## config.mk

```make
export PLATFORM = sky130hd
export DESIGN_NAME = fetch_stage
export DESIGN_NICKNAME = d
export VERILOG_FILES = /design/src/rtl/riscv_pkg.sv /design/src/rtl/if_id_reg.sv /design/src/rtl/fetch_stage.sv
export SDC_FILE = /design/constraint.sdc
export NUM_CORES = 1
export LEC_CHECK = 0
export CORE_MARGIN = 5
export CORE_UTILIZATION = 47
export DETAILED_ROUTE_END_ITERATION = 16
export GPL_ROUTABILITY_DRIVEN = 1
export PLACE_DENSITY = 0.91
export SLEW_MARGIN = 20
export SYNTH_ARGS = -nofsm -noshare
export SYNTH_HDL_FRONTEND = slang
export SYNTH_SLANG_ARGS = --single-unit
export TNS_END_PERCENT = 100
```

## constraint.sdc

```tcl
create_clock -name clk -period 5.35 [get_ports clk]
set_input_delay 1.3375 -clock clk [delete_from_list [all_inputs] [get_ports clk]]
set_output_delay 1.3375 -clock clk [all_outputs]
set_load 0.005 [all_outputs]
```

## src/rtl/riscv_pkg.sv

```systemverilog
`default_nettype none
// +----------------------------------------------------------------------------+
// | Module      : riscv_pkg                                                    |
// | Description : Shared RV32I constants and fetch-state type for the pipeline|
// | Revision    : 1.0 - initial release                                        |
// +----------------------------------------------------------------------------+
package riscv_pkg;

    localparam logic [31:0] NOP_INST   = 32'h0000_0013;  // addi x0, x0, 0
    localparam logic [31:0] ECALL_INST = 32'h0000_0073;

    localparam logic [6:0] OPCODE_LUI    = 7'b0110111;
    localparam logic [6:0] OPCODE_AUIPC  = 7'b0010111;
    localparam logic [6:0] OPCODE_JAL    = 7'b1101111;
    localparam logic [6:0] OPCODE_JALR   = 7'b1100111;
    localparam logic [6:0] OPCODE_BRANCH = 7'b1100011;
    localparam logic [6:0] OPCODE_LOAD   = 7'b0000011;
    localparam logic [6:0] OPCODE_STORE  = 7'b0100011;
    localparam logic [6:0] OPCODE_OP_IMM = 7'b0010011;
    localparam logic [6:0] OPCODE_OP     = 7'b0110011;
    localparam logic [6:0] OPCODE_SYSTEM = 7'b1110011;

    typedef enum logic [0:0] {
        RUN    = 1'b0,
        HALTED = 1'b1
    } fetch_state_t;

endpackage
`default_nettype wire

```

## src/rtl/if_id_reg.sv

```systemverilog
`default_nettype none
// +----------------------------------------------------------------------------+
// | Module      : if_id_reg                                                    |
// | Description : IF/ID pipeline register with flush (to NOP), load and hold  |
// | Revision    : 1.0 - initial release                                        |
// +----------------------------------------------------------------------------+
module if_id_reg
    import riscv_pkg::*;
(
    input  logic        clk,
    input  logic        rst,
    input  logic        i_flush,
    input  logic        i_load,
    input  logic [31:0] i_pc,
    input  logic [31:0] i_inst,
    output logic [31:0] o_pc,
    output logic [31:0] o_inst,
    output logic        o_valid
);

    logic [31:0] r_pc;
    logic [31:0] r_inst;
    logic        r_valid;

    // Flush outranks load; with neither asserted the register holds.
    always_ff @(posedge clk or posedge rst) begin
        if (rst) begin
            r_pc    <= 32'd0;
            r_inst  <= NOP_INST;
            r_valid <= 1'b0;
        end else if (i_flush) begin
            r_pc    <= 32'd0;
            r_inst  <= NOP_INST;
            r_valid <= 1'b0;
        end else if (i_load) begin
            r_pc    <= i_pc;
            r_inst  <= i_inst;
            r_valid <= 1'b1;
        end
    end

    assign o_pc    = r_pc;
    assign o_inst  = r_inst;
    assign o_valid = r_valid;

endmodule
`default_nettype wire

```

## src/rtl/fetch_stage.sv

```systemverilog
`default_nettype none
// +----------------------------------------------------------------------------+
// | Module      : fetch_stage                                                  |
// | Description : PC register, next-PC mux and RUN/HALTED fetch FSM           |
// | Revision    : 1.0 - initial release                                        |
// +----------------------------------------------------------------------------+
module fetch_stage
    import riscv_pkg::*;
#(
    parameter logic [31:0] RESET_PC = 32'h0000_0000
) (
    input  logic        clk,
    input  logic        rst,
    input  logic        stall,
    input  logic        pc_src,
    input  logic [31:0] branch_target,
    output logic [31:0] imem_addr,
    input  logic [31:0] imem_data,
    output logic [31:0] if_id_pc,
    output logic [31:0] if_id_inst,
    output logic        if_id_valid,
    output logic        halted
);

    logic [31:0]  r_pc;
    fetch_state_t r_state;
    logic         w_load;
    logic         w_flush;
    logic         w_is_ecall;

    assign w_is_ecall = (imem_data == ECALL_INST);

    // Redirect always flushes; once halted, every unstalled edge inserts a bubble.
    assign w_flush = pc_src | (~stall & (r_state == HALTED));
    assign w_load  = ~pc_src & ~stall & (r_state == RUN);

    always_ff @(posedge clk or posedge rst) begin
        if (rst) begin
            r_pc    <= RESET_PC;
            r_state <= RUN;
        end else if (pc_src) begin
            r_pc    <= branch_target & ~32'd3;
            r_state <= RUN;
        end else if (!stall) begin
            case (r_state)
                RUN: begin
                    if (w_is_ecall) begin
                        r_state <= HALTED;
                    end else begin
                        r_pc <= r_pc + 32'd4;
                    end
                end
                HALTED: begin
                    r_state <= HALTED;
                end
                default: begin
                    r_state <= RUN;
                end
            endcase
        end
    end

    assign imem_addr = r_pc;
    assign halted    = (r_state == HALTED);

    if_id_reg u_if_id_reg (
        .clk     (clk),
        .rst     (rst),
        .i_flush (w_flush),
        .i_load  (w_load),
        .i_pc    (r_pc),
        .i_inst  (imem_data),
        .o_pc    (if_id_pc),
        .o_inst  (if_id_inst),
        .o_valid (if_id_valid)
    );

endmodule
`default_nettype wire

```

# Yosys cells after proc, flatten, opt, wreduce, memory -nomap -nowiden
# Cells that the tools add are included.
# word_totals
memories	0
wordCells	33
mem_bits_ro	0
inputBits	68
reg_bits	98
latch_bits	0
ram_bits	0
# classes
order_cmp	0
reduce_logical	2
addsub	1
n_mux	14
div	0
n_bitwise	7
shift	0
eq_ne	4
mul	0
# op_table
cell	n
two-way mux 32 bit	8
adder 32 x 3 -> 32 bit (second input constant)	1
== test 32 x 7 -> 1 bit (second input constant)	1
two-way mux 1 bit	5
inequality test 2 bit (second input constant)	2
AND 1 bit	3
NOT 1 bit	3
AND reduction 3 bit	1
inequality test 2 x 1 -> 1 bit (second input constant)	1
case mux 1 bit (2 select lines)	1
nonzero test 2 bit	1
bitwise OR 1 bit	1

# Depth between registers and ports, before layout
# depth
depth_word	5
ltp_mapped	6

# Hierarchy
# A second synthesis with hierarchy kept.
# unflattened
cells_unflattened	447
hier_area_um2	4740.8
# modules_own_cells
module	area_each_um2	instances	cells_each	seq_area_each_um2
if_id_reg	2697.6	1	211	1630.3
fetch_stage	2043.2	1	236	775.7

# Worst setup path after synthesis
# OpenSTA, ideal clock, no wires.
# synth_path
path_kind	input-to-reg
startpoint	input imem_data[3]
endpoint	register r_pc[3] (netlist: imem_addr[3])
stages	6
setup_slack_ps	2410
t_required_ps	5217
arrival_time_ps	2807
cell_sequence	nor4bb_1 > nand4_1 > o21ai_0 > buf_4 > mux2i_1 > o21ai_0
# synth_between
elab_chain_cells	3
# synth_rtl
item	line_no	rtl
start, declared	fetch_stage.sv:18	input logic [31:0] imem_data,
== test 32 x 7 -> 1 bit	fetch_stage.sv:31	assign w_is_ecall = (imem_data == ECALL_INST);
inequality test 2 bit (no line)	-	
AND reduction 3 bit (no line)	-	
end signal, assigned	fetch_stage.sv:42	r_pc <= branch_target & ~32'd3;
end signal, assigned	fetch_stage.sv:50	r_pc <= r_pc + 32'd4;
end, declared	fetch_stage.sv:25	logic [31:0] r_pc;
# Every way passes these cells.
# A chain may end at the register's enable or synchronous reset.

# Final worst setup path
# layout_path
startpoint	input pc_src
endpoint	register u_if_id_reg.r_pc[23] (netlist: u_if_id_reg.o_pc[23])
# layout_between
elab_chain_cells	4
elab_cells_between_ends	6
classes_between	mux (1); bitwise (4); reduce/logical (1)
# layout_rtl
item	line_no	rtl
start, declared	fetch_stage.sv:15	input logic pc_src,
NOT 1 bit	fetch_stage.sv:35	assign w_load = ~pc_src & ~stall & (r_state == RUN);
AND 1 bit (2 in series)	fetch_stage.sv:35	
nonzero test 2 bit (no line)	-	
end signal, assigned	if_id_reg.sv:36	r_pc <= i_pc;
end, declared	if_id_reg.sv:21	logic [31:0] r_pc;
# Parallel ways exist; a longest one is shown, timed or not.

==> flow_metrics.tcl <==
set metrics [dict create \
    outcome "completed" \
    endpoint_kind "flop" \
    cts_resized 0 \
    period_minus_slack_ns 3.63 \
    tritoncts "yes" \
    cap_violations 0 \
    syn_area_um2 4180 \
    synth.distinct_cells 42 \
    worst_pin_slew_ns 0.843 \
    boundaryPins 166 \
    diodes 0 \
    max_freq_ghz 0.275 \
    arrival_ns 3.87 \
    synth.top_cell.area_share_pct 54.5 \
    synth.avg_cell_area_um2 11.4 \
    pwr-share-clk_pct 30.8 \
    grt_pass1_wl_mm 20.5 \
    drcViolationCount 0 \
    instances_no_fill 634 \
    ant_nets 0 \
    fin_tns_setup_ns 0 \
    placed_cell_area_um2 5870 \
    postSynthRegisterBits 94 \
    synth_cells 367 \
    routed_wl_mm 12.3 \
    setup.worst_path.class "in -> reg" \
    design_area_um2 6080 \
    p_sw_mw 0.417 \
    antenna_found_initial 0 \
    grt_pass1_vias 3882 \
    core_um2 8680 \
    synth_top_area_cell "dfrtp_1" \
    ir_drop_uv 160 \
    die_y_um 104 \
    cellPowerDensity_nw_per_um2 263 \
    num_rows 34 \
    cts_buffer_depth 2 \
    p_comb_share_pct 18.2 \
    hold_viol_final 0 \
    leakage_nw 2.49 \
    holdWs_ns 0.503 \
    cts.htree.levels 3 \
    grt_setup_unrepaired "no" \
    final_cell_mix "clkdlybuf4s50_1 (159), dfrtp_1 (91), a22o_1 (57), nand2_1 (29), o21ai_0 (24)" \
    vias 3704 \
    fin_util_pct 70.1 \
    synth_area_leaders "dfrtp_1 (55%), a22o_1 (12%), o21ai_0 (3.0%), nand2_1 (2.6%), xor2_1 (2.5%)" \
    pre_cts_slack_ns 1.36 \
    syn_to_final_growth_pct 45.7 \
    dr.pass1.iters 4 \
    die_area_um2 10900 \
    yosys_warnings 0 \
    wl_per_cell_um 19.4 \
    timing.clock.skew_ns 0.0169 \
    io_buffers 159 \
    slew_headroom_pct 43.6 \
    slew_violations 0 \
    path_clk_slew_ns 0.10 \
    grt_max_degree 62 \
    clock_latency_ns 0.36 \
    gp_congestion 0.810 \
    initial_core_util_pct 48.1 \
    via_per_inst 5.84 \
    synthArstFlopShare_pct 100 \
    grt_usage_pct 22.9 \
    critPathLaunchType "primary input" \
    drive_above_1_share_pct 7.41 \
    cts_inserted_buffers 9 \
    p_sw_share_pct 26.0 \
    fin_ws_ns 1.72 \
    dp.cells 618 \
    die_w_um 104 \
    min-delay-path-class "reg -> reg" \
    fin_crit_sh_pct 67.9 \
    clkSinkCount 94 \
    n_fill_cell 644 \
    drtIter0Drc 179 \
    fin_nets 590 \
    dp_hpwl_mm 9.00 \
    layout_commonest_cell "clkdlybuf4s50_1" \
    cts_hold_buffers 0 \
    cts_root_buf "clkbuf_8" \
    timing.final.setup_violations 0 \
    p_total_mw 1.60 \
    overflow 0 \
    synth_ff_type "dfrtp_1" \
    internal_power_mw 1.18 \
    synth_edf_count 0 \
    critical_path.max_fanout 25 \
    worstPathRequired_ns 5.59 \
    post_cts_buffers 0 \
    sequentialPowerShare_pct 51.0 \
    synth-seq-area-share_pct 56.4 \
]
## critical path, cell delays in order
cell,delay (ns)
clkdlybuf4s50_1,1.02
clkinv_1,0.87
nand2_1,0.49
o21ai_0,0.14
## state kept, by name (all words and copies together) (netlist names)
name / flops
u_if_id_reg.o_inst: 32
imem_addr: 30
u_if_id_reg.o_pc: 30
halted: 1
u_if_id_reg.o_valid: 1
## Yosys cell counts, types with 4 or more instances
| cell | n |
|---|---|
| dfrtp_1 | 91 |
| a31oi_1 | 9 |
| xor2_1 | 12 |
| nor4_1 | 7 |
| o211ai_1 | 7 |
| nand2_1 | 29 |
| and2_1 | 4 |
| a22o_1 | 57 |
| o2111ai_1 | 11 |
| nand4_1 | 8 |
| buf_4 | 5 |
| clkbuf_1 | 22 |
| nor2_1 | 15 |
| o21ai_0 | 25 |
| or3_1 | 7 |
| nand3_1 | 7 |
| nor3_1 | 5 |
| xnor2_1 | 5 |
| inv_1 | 4 |
## power by group through the flow
| stage | clock, mW | combinational (mW) | sequential (mW) |
|---|---|---|---|
| 3_5_place_dp | 0 | 0.293 | 0.829 |
| 3_3_place_gp | 0 | 0.286 | 0.825 |
| 6_report | 0.493 | 0.291 | 0.817 |
| 2_1_floorplan | 0 | 0.104 | 0.823 |
| 4_1_cts | 0.500 | 0.295 | 0.816 |
| 5_1_grt | 0.534 | 0.317 | 0.826 |
## final cells by class
cell class / count / area [um^2] / share of cell area [%]
clock buffer: 12 / 155 / 2.55
clock inverter: 4 / 55.1 / 0.905
inverter: 5 / 21.3 / 0.350
multi-input combinational: 244 / 1710 / 28.1
sequential: 94 / 2360 / 38.7
tap: 108 / 135 / 2.22
timing repair buffer: 167 / 1650 / 27.1
## metal layers
layer | GRT usage [%] | vias up | wire length, um
met3 | 6.58 | 20 | 977
met1 | 28.5 | 1823 | 5010
met5 | 0 | - | 0
met4 | 7.22 | 0 | 223
met2 | 38.5 | 162 | 6080
li1 | - | 1699 | -
## worst paths after layout
check | cells past startpoint | start | slack, ns | end
max | 4 | pc_src | 1.72 | u_if_id_reg.o_pc[23]
min | 1 | u_if_id_reg.o_inst[16] | 0.50 | u_if_id_reg.o_inst[16]
max reg2reg | 6 | imem_addr[2] | 3.02 | imem_addr[28]
min reg2reg | 1 | u_if_id_reg.o_inst[16] | 0.50 | u_if_id_reg.o_inst[16]
max in group asynchronous | 3 | rst | 2.94 | u_if_id_reg.o_inst[21]
min in group asynchronous | 2 | rst | 1.45 | u_if_id_reg.o_inst[10]
## cells by family (layout without fill, tap and decap cells)
group           Yosys count  count (layout)  share of synthesized area (%)
other cells               1               4                         0.0898
fa+ha+maj                 1               1                          0.300
mux                       5               5                           1.29
flops                    94              94                           56.4
xor+xnor                 17              17                           3.56
compound gates          117             117                           21.7
buf+inv                  32             188                           3.33
simple gates            100             100                           13.3
No activity file was read; power rests on OpenSTA's default activity.
